`src/rtl/draw_car_pkg.sv`:
```
// Shared VGA bus layout and player-car sprite constants for the draw_car pipeline stage.
package draw_car_pkg;

    typedef struct packed {
        logic [10:0] vcount;
        logic        vsync;
        logic        vblnk;
        logic [10:0] hcount;
        logic        hsync;
        logic        hblnk;
        logic [11:0] rgb;
    } vga_bus_t;

    localparam int unsigned VGA_BUS_SIZE = $bits(vga_bus_t);

    localparam int unsigned CAR_W        = 64;
    localparam int unsigned CAR_H        = 64;
    localparam logic [11:0] CAR_KEY_RGB  = 12'hF0F;
    localparam logic [11:0] CAR_ROAD_RGB = 12'h444;

    function automatic logic sprite_opaque(input logic in_box, input logic [11:0] spr,
                                           input logic [11:0] key);
        return in_box && (spr != key);
    endfunction

endpackage

```
`src/rtl/car_pos_buf.sv`:
```
// Double-buffered sprite position: pending loads on a strobe, active follows at each vsync rise.
module car_pos_buf (
    input  logic        i_pclk,
    input  logic        i_rst,
    input  logic        i_vsync,
    input  logic        i_pos_valid,
    input  logic [11:0] i_xpos,
    input  logic [11:0] i_ypos,
    output logic [11:0] o_xact,
    output logic [11:0] o_yact,
    output logic        o_vsync_rise
);

    logic        r_vsync_prev;
    logic [11:0] r_xpend, r_ypend;
    logic [11:0] r_xact, r_yact;
    logic        w_vsync_rise;

    assign w_vsync_rise = i_vsync && !r_vsync_prev;

    // A strobe coinciding with the vsync rise lands in pending only; active takes the old pending.
    always_ff @(posedge i_pclk) begin
        if (i_rst) begin
            r_vsync_prev <= 1'b0;
            r_xpend      <= '0;
            r_ypend      <= '0;
            r_xact       <= '0;
            r_yact       <= '0;
        end else begin
            r_vsync_prev <= i_vsync;
            if (i_pos_valid) begin
                r_xpend <= i_xpos;
                r_ypend <= i_ypos;
            end
            if (w_vsync_rise) begin
                r_xact <= r_xpend;
                r_yact <= r_ypend;
            end
        end
    end

    assign o_xact       = r_xact;
    assign o_yact       = r_yact;
    assign o_vsync_rise = w_vsync_rise;

endmodule

```
`src/rtl/draw_car.sv`:
```
// Overlays the player-car sprite on the VGA stream through a fixed 2-cycle pipeline.
// Build option DRAW_CAR_COLLISION_EN adds the per-frame collision pulse.
module draw_car
    import draw_car_pkg::*;
#(
    parameter int unsigned SPR_W    = CAR_W,
    parameter int unsigned SPR_H    = CAR_H,
    parameter logic [11:0] KEY_RGB  = CAR_KEY_RGB,
    parameter logic [11:0] ROAD_RGB = CAR_ROAD_RGB
) (
    input  logic        pclk,
    input  logic        rst,
    input  vga_bus_t    vga_in,
    output vga_bus_t    vga_out,
    input  logic [11:0] xpos_in,
    input  logic [11:0] ypos_in,
    input  logic        pos_valid,
    output logic [11:0] rom_addr,
    input  logic [11:0] rom_rgb,
    output logic        collision
);

    localparam int unsigned AW = $clog2(SPR_W);
    localparam int unsigned AH = $clog2(SPR_H);

    logic [11:0] w_xact, w_yact;
    logic        w_vsync_rise;
    logic [12:0] w_h, w_v, w_x, w_y, w_dx, w_dy;
    logic        w_in_box, w_draw;
    logic        w_unused;
    vga_bus_t    r_d1, r_out;
    logic        r_box1;

    car_pos_buf u_pos_buf (
        .i_pclk      (pclk),
        .i_rst       (rst),
        .i_vsync     (vga_in.vsync),
        .i_pos_valid (pos_valid),
        .i_xpos      (xpos_in),
        .i_ypos      (ypos_in),
        .o_xact      (w_xact),
        .o_yact      (w_yact),
        .o_vsync_rise(w_vsync_rise)
    );

    assign w_h  = {2'b00, vga_in.hcount};
    assign w_v  = {2'b00, vga_in.vcount};
    assign w_x  = {1'b0, w_xact};
    assign w_y  = {1'b0, w_yact};
    assign w_dx = w_h - w_x;
    assign w_dy = w_v - w_y;

    // 13-bit compares keep a sprite placed near 4095 from wrapping back onto the screen.
    assign w_in_box = !vga_in.hblnk && !vga_in.vblnk
                   && (w_h >= w_x) && (w_h < w_x + 13'(SPR_W))
                   && (w_v >= w_y) && (w_v < w_y + 13'(SPR_H));

    assign rom_addr = 12'({w_dy[AH-1:0], w_dx[AW-1:0]});

    // rom_rgb arrives one cycle after rom_addr, aligned with box1/d1.
    assign w_draw = sprite_opaque(r_box1, rom_rgb, KEY_RGB);

    always_ff @(posedge pclk) begin
        if (rst) begin
            r_d1   <= '0;
            r_box1 <= 1'b0;
            r_out  <= '0;
        end else begin
            r_d1      <= vga_in;
            r_box1    <= w_in_box;
            r_out     <= r_d1;
            r_out.rgb <= w_draw ? rom_rgb : r_d1.rgb;
        end
    end

    assign vga_out = r_out;

`ifdef DRAW_CAR_COLLISION_EN
    logic r_flag, r_collision;
    logic w_hit;

    assign w_hit = w_draw && (r_d1.rgb != ROAD_RGB);

    // A hit on the vsync-rise edge seeds the next frame's flag instead of being lost.
    always_ff @(posedge pclk) begin
        if (rst) begin
            r_flag      <= 1'b0;
            r_collision <= 1'b0;
        end else if (w_vsync_rise) begin
            r_collision <= r_flag;
            r_flag      <= w_hit;
        end else begin
            r_collision <= 1'b0;
            r_flag      <= r_flag | w_hit;
        end
    end

    assign collision = r_collision;
    assign w_unused  = ^{w_dx[12:AW], w_dy[12:AH]};
`else
    assign collision = 1'b0;
    assign w_unused  = ^{w_dx[12:AW], w_dy[12:AH], ROAD_RGB, w_vsync_rise};
`endif

endmodule

```
`config.mk`:
```
export PLATFORM = sky130hd
export DESIGN_NAME = draw_car
export DESIGN_NICKNAME = d
export VERILOG_FILES = /design/src/rtl/draw_car_pkg.sv /design/src/rtl/car_pos_buf.sv /design/src/rtl/draw_car.sv
export SDC_FILE = /design/constraint.sdc
export NUM_CORES = 1
export LEC_CHECK = 0
export CELL_PAD_IN_SITES_DETAIL_PLACEMENT = 0
export CELL_PAD_IN_SITES_GLOBAL_PLACEMENT = 1
export CORE_MARGIN = 5
export CORE_UTILIZATION = 37
export CTS_CLUSTER_SIZE = 12
export DETAILED_ROUTE_END_ITERATION = 10
export PLACE_DENSITY = 0.86
export SLEW_MARGIN = 5
export SYNTH_ARGS = -nofsm -noshare
export SYNTH_HDL_FRONTEND = slang
export SYNTH_SLANG_ARGS = --single-unit
export TNS_END_PERCENT = 30
```
`constraint.sdc`:
```
create_clock -name pclk -period 2.5 [get_ports pclk]
set_input_delay 0.375 -clock pclk [delete_from_list [all_inputs] [get_ports pclk]]
set_output_delay 0.375 -clock pclk [all_outputs]
set_load 0.01 [all_outputs]
```
==> impl_results.md, run 1 <==
* Worst Clk Skew at 0.01221 ns
* P_sw at 0.001234 W
* Hold path startpoint: vga_in[27]
* Die area at 16110 µm²
* Fin crit period at 2.443 ns
* Reg2reg setup slack at 0.41 ns
* Final Cycle Share at 0.9772
* Crit start category: input port
* CTS tree: done
* Vias in the first global route at 3962
* Setup ws final at 0.05696 ns
* Worst slew pin tran at 0.8459 ns
* Power Density at 725.9 nW/µm²
* Yosys reg bits at 125
* Pre-Repair DR Iteration Count at 6
* Slew Viols, Final at 0
* Initial drt markers at 125
* Clock Pin Slew Worst Setup and Hold Paths at 0.05 ns
* Port Buf Inserts at 126
* Residual DRC at 0
* Pin count of the biggest net entering global routing at 56
* GRT Overall Usage at 0.1449
* Nets at 780
* Diode count at 0
* Routed len/inst at 13.58 µm
* Hold depth at 3
* Fraction of registers with async set/reset at 0
* Max Cap Viol at 0
* Die Wd at 126.9 µm
* Leakage dissipation at 2.978 nW
* Vias at 3893
* Synthesized area at 5060 µm²
* Gpl congestion at 0.9173
* R2r startpoint: u_pos_buf.o_yact[6]
* Std-Cell Rows at 42
* Slew margin rel. at 0.4361
* Yosys cell types at 49
* Cell count after synthesis at 526
* Worst Setup Path Type: in -> out
* Drt total wl at 11620 µm
* Final Setup Violations at 0
* Total power draw at 0.005238 W
* Layout area overhead at 42.61%
* Htree depth at 4
* Avg Synthesized Cell Area at 9.619 µm²
* Core Footprint at 13350 µm²
* First-pass GRT wire length at 18930 µm
* Final Hold Vio Count at 0
* Post-synth EDFFs at 0
* Post-DP HPWL at 8668 µm
* Ports at 128
* CTS max path bufs at 2
* Worst R2R End: r_box1
* Grt ovf at 0
* Comb pwr share at 0.116
* Fmax achieved at 409.3 MHz
* R2r worst-path depth at 9
* Hold-fix buffers, CTS at 0
* Post-synthesis net count at 639
* Fin util at 0.5406
* Setup TNS at 0 ns
* Syn. warnings at 0
* Worst setup EP type: output port
* Max Fanout on Critical Path at 2
* Sink Count at 125
* Switching Share at 0.2356
* Post-DRT Antenna Nets at 0
* Worst hold path type: in -> reg
* Hold EP: r_d1[27]
* Synth Flop Type: dfxtp_1
* Internal power at 0.004004 W
* Ratio of cells with drive above 1 in the final layout at 0.1132
* Unrepaired setup endpoints after global routing: true
* Clock network power share at 0.479
* Data arrival time of the worst path at 2.07 ns
* Initial antenna violation count at 0
* Dpl ws at -0.4769 ns
* Sequential share of the synthesized area at 0.4946
* Maximum vdd ir drop at 443.7 µV
* DIE HEIGHT at 126.9 µm
* Insertion delay of the later-clocked pin in the worst-skew pair at 0.41 ns
* Starting Density at 0.3791
* Seq pwr share at 0.405
* Status: finished, final reports clean
* Critical Path RT at 2.12 ns
* CTS Buf Count at 17
* Routed vias/inst at 4.548
* CTS root buf: clkbuf_16
## metal layers
metal | part of all wire | track usage | up-vias
met1 | 0.47 | 0.1850 | 1779
li1 | - | - | 2006
met2 | 0.47 | 0.2310 | 92
met4 | 0.018 | 0.06057 | 0
met5 | 0 | 0 | -
met3 | 0.051 | 0.03993 | 16
## cell usage after synthesis, types with 2 or more instances
cell type | number | area share
fa_1 | 2 | 0.0079
nor2b_1 | 63 | 0.078
nand2_1 | 56 | 0.042
a21oi_1 | 38 | 0.038
o31ai_2 | 2 | 0.0049
clkbuf_1 | 18 | 0.013
o21ai_0 | 6 | 0.0059
buf_2 | 2 | 0.0020
nand3_1 | 2 | 0.0020
buf_4 | 2 | 0.0030
o21a_1 | 2 | 0.0030
nand4_1 | 2 | 0.0025
inv_1 | 35 | 0.026
and3_4 | 2 | 0.0045
nand4b_1 | 3 | 0.0052
a21o_1 | 4 | 0.0059
nor3_1 | 2 | 0.0020
ha_1 | 34 | 0.084
xnor2_1 | 11 | 0.019
nand2b_1 | 5 | 0.0062
nor2_1 | 48 | 0.036
mux2i_1 | 34 | 0.067
buf_1 | 3 | 0.0022
dfxtp_1 | 125 | 0.49
## per-stage QoR
stage	hold WS (ns)	instances	cell area [µm²]
final	0.2599	856	7216
after global routing	0.2607	856	7216
after CTS	0.3087	855	7194
after detailed placement	0.4204	823	6585
after global placement	0.4177	823	6585
after floorplan	0.4138	526	5060
## critical path, cell delays in order
cell and delay [ns]:
clkdlybuf4s50_1 0.42, ha_1 0.35, o21ai_2 0.18, a21oi_2 0.06, o21a_1 0.17, nor2_1 0.11, xnor2_1 0.12, dlygate4sd2_1 0.28
## cell usage in the layout (no fill, tap or decap), types with 5 or more instances in the layout
cell             instances
inv_6                    5
dfxtp_1                124
dlygate4sd2_1            6
clkbuf_16               17
buf_4                   22
nand2b_1                 5
xnor2_1                 11
a21oi_1                 36
nor2b_1                 63
inv_1                   34
mux2i_1                 34
ha_1                    33
clkdlybuf4s50_1        115
nor2_1                  48
nand2_1                 56
## cell type report
class	count	area [µm²]
flip-flops and latches	125	2504
well taps	176	220.2
clock buffers	17	425.4
multi-input cells	341	2354
repair buffers	147	1396
fillers	1185	6132
clock inverters	15	185.2
inverters	35	131.4
## sequential cells by signal, indices dropped and copies added, names as in the netlist
signal / count
r_box1: 1
r_d1: 37
u_pos_buf.r_vsync_prev: 1
u_pos_buf.r_xpend: 12
u_pos_buf.o_yact: 12
u_pos_buf.o_xact: 12
u_pos_buf.r_ypend: 12
vga_out: 38
## worst max-delay path by stage
| stage | startpoint | slack, ns | endpoint |
|---|---|---|---|
| 2_1_floorplan | vga_in[27] | 0.50 | rom_addr[10] |
| 3_3_place_gp | vga_in[27] | -0.44 | rom_addr[10] |
| 3_5_place_dp | vga_in[27] | -0.48 | rom_addr[10] |
| 4_1_cts | vga_in[28] | 0.007 | rom_addr[11] |
| 5_1_grt | vga_in[14] | -0.02 | rom_addr[5] |
| 6_report | vga_in[16] | 0.06 | rom_addr[5] |
## power groups by stage
stage,Clock (W),Combinational [W],Sequential [W]
2_1_floorplan,0,0.000294,0.00217
3_3_place_gp,0,0.000604,0.00216
3_5_place_dp,0,0.000615,0.00217
4_1_cts,0.00256,0.000609,0.00212
5_1_grt,0.00266,0.000673,0.00213
6_report,0.00251,0.000607,0.00212
## kinds of logic after synthesis
group / synth area share
xor gates and xnor gates: 0.02077
other: 0.0007411
buffers and inverters: 0.04649
muxes: 0.06726
adders and majority gates: 0.09199
DFF: 0.4946
AOI/OAI and AO/OA: 0.08457
and+or+nand+nor: 0.1936
## what timing repair did
action	CTS	global route
endpoints found under the setup margin	10	7
cloned	0	0
pin swaps	0	4
setup buffers	0	1
gates resized for setup	22	11
Power figures use the tool's default switching activity.
==> run 2, diff against run 1 <==
SLEW_MARGIN = not set   (was 5)
==> results of run 2 <==
No change in the layout: final DEF, timing and power equal those of run 1.
==> run 3, diff against run 2 <==
ABC_AREA = 0   (was not set)
==> results of run 3 <==
No change in the layout: final DEF, timing and power equal those of run 1.
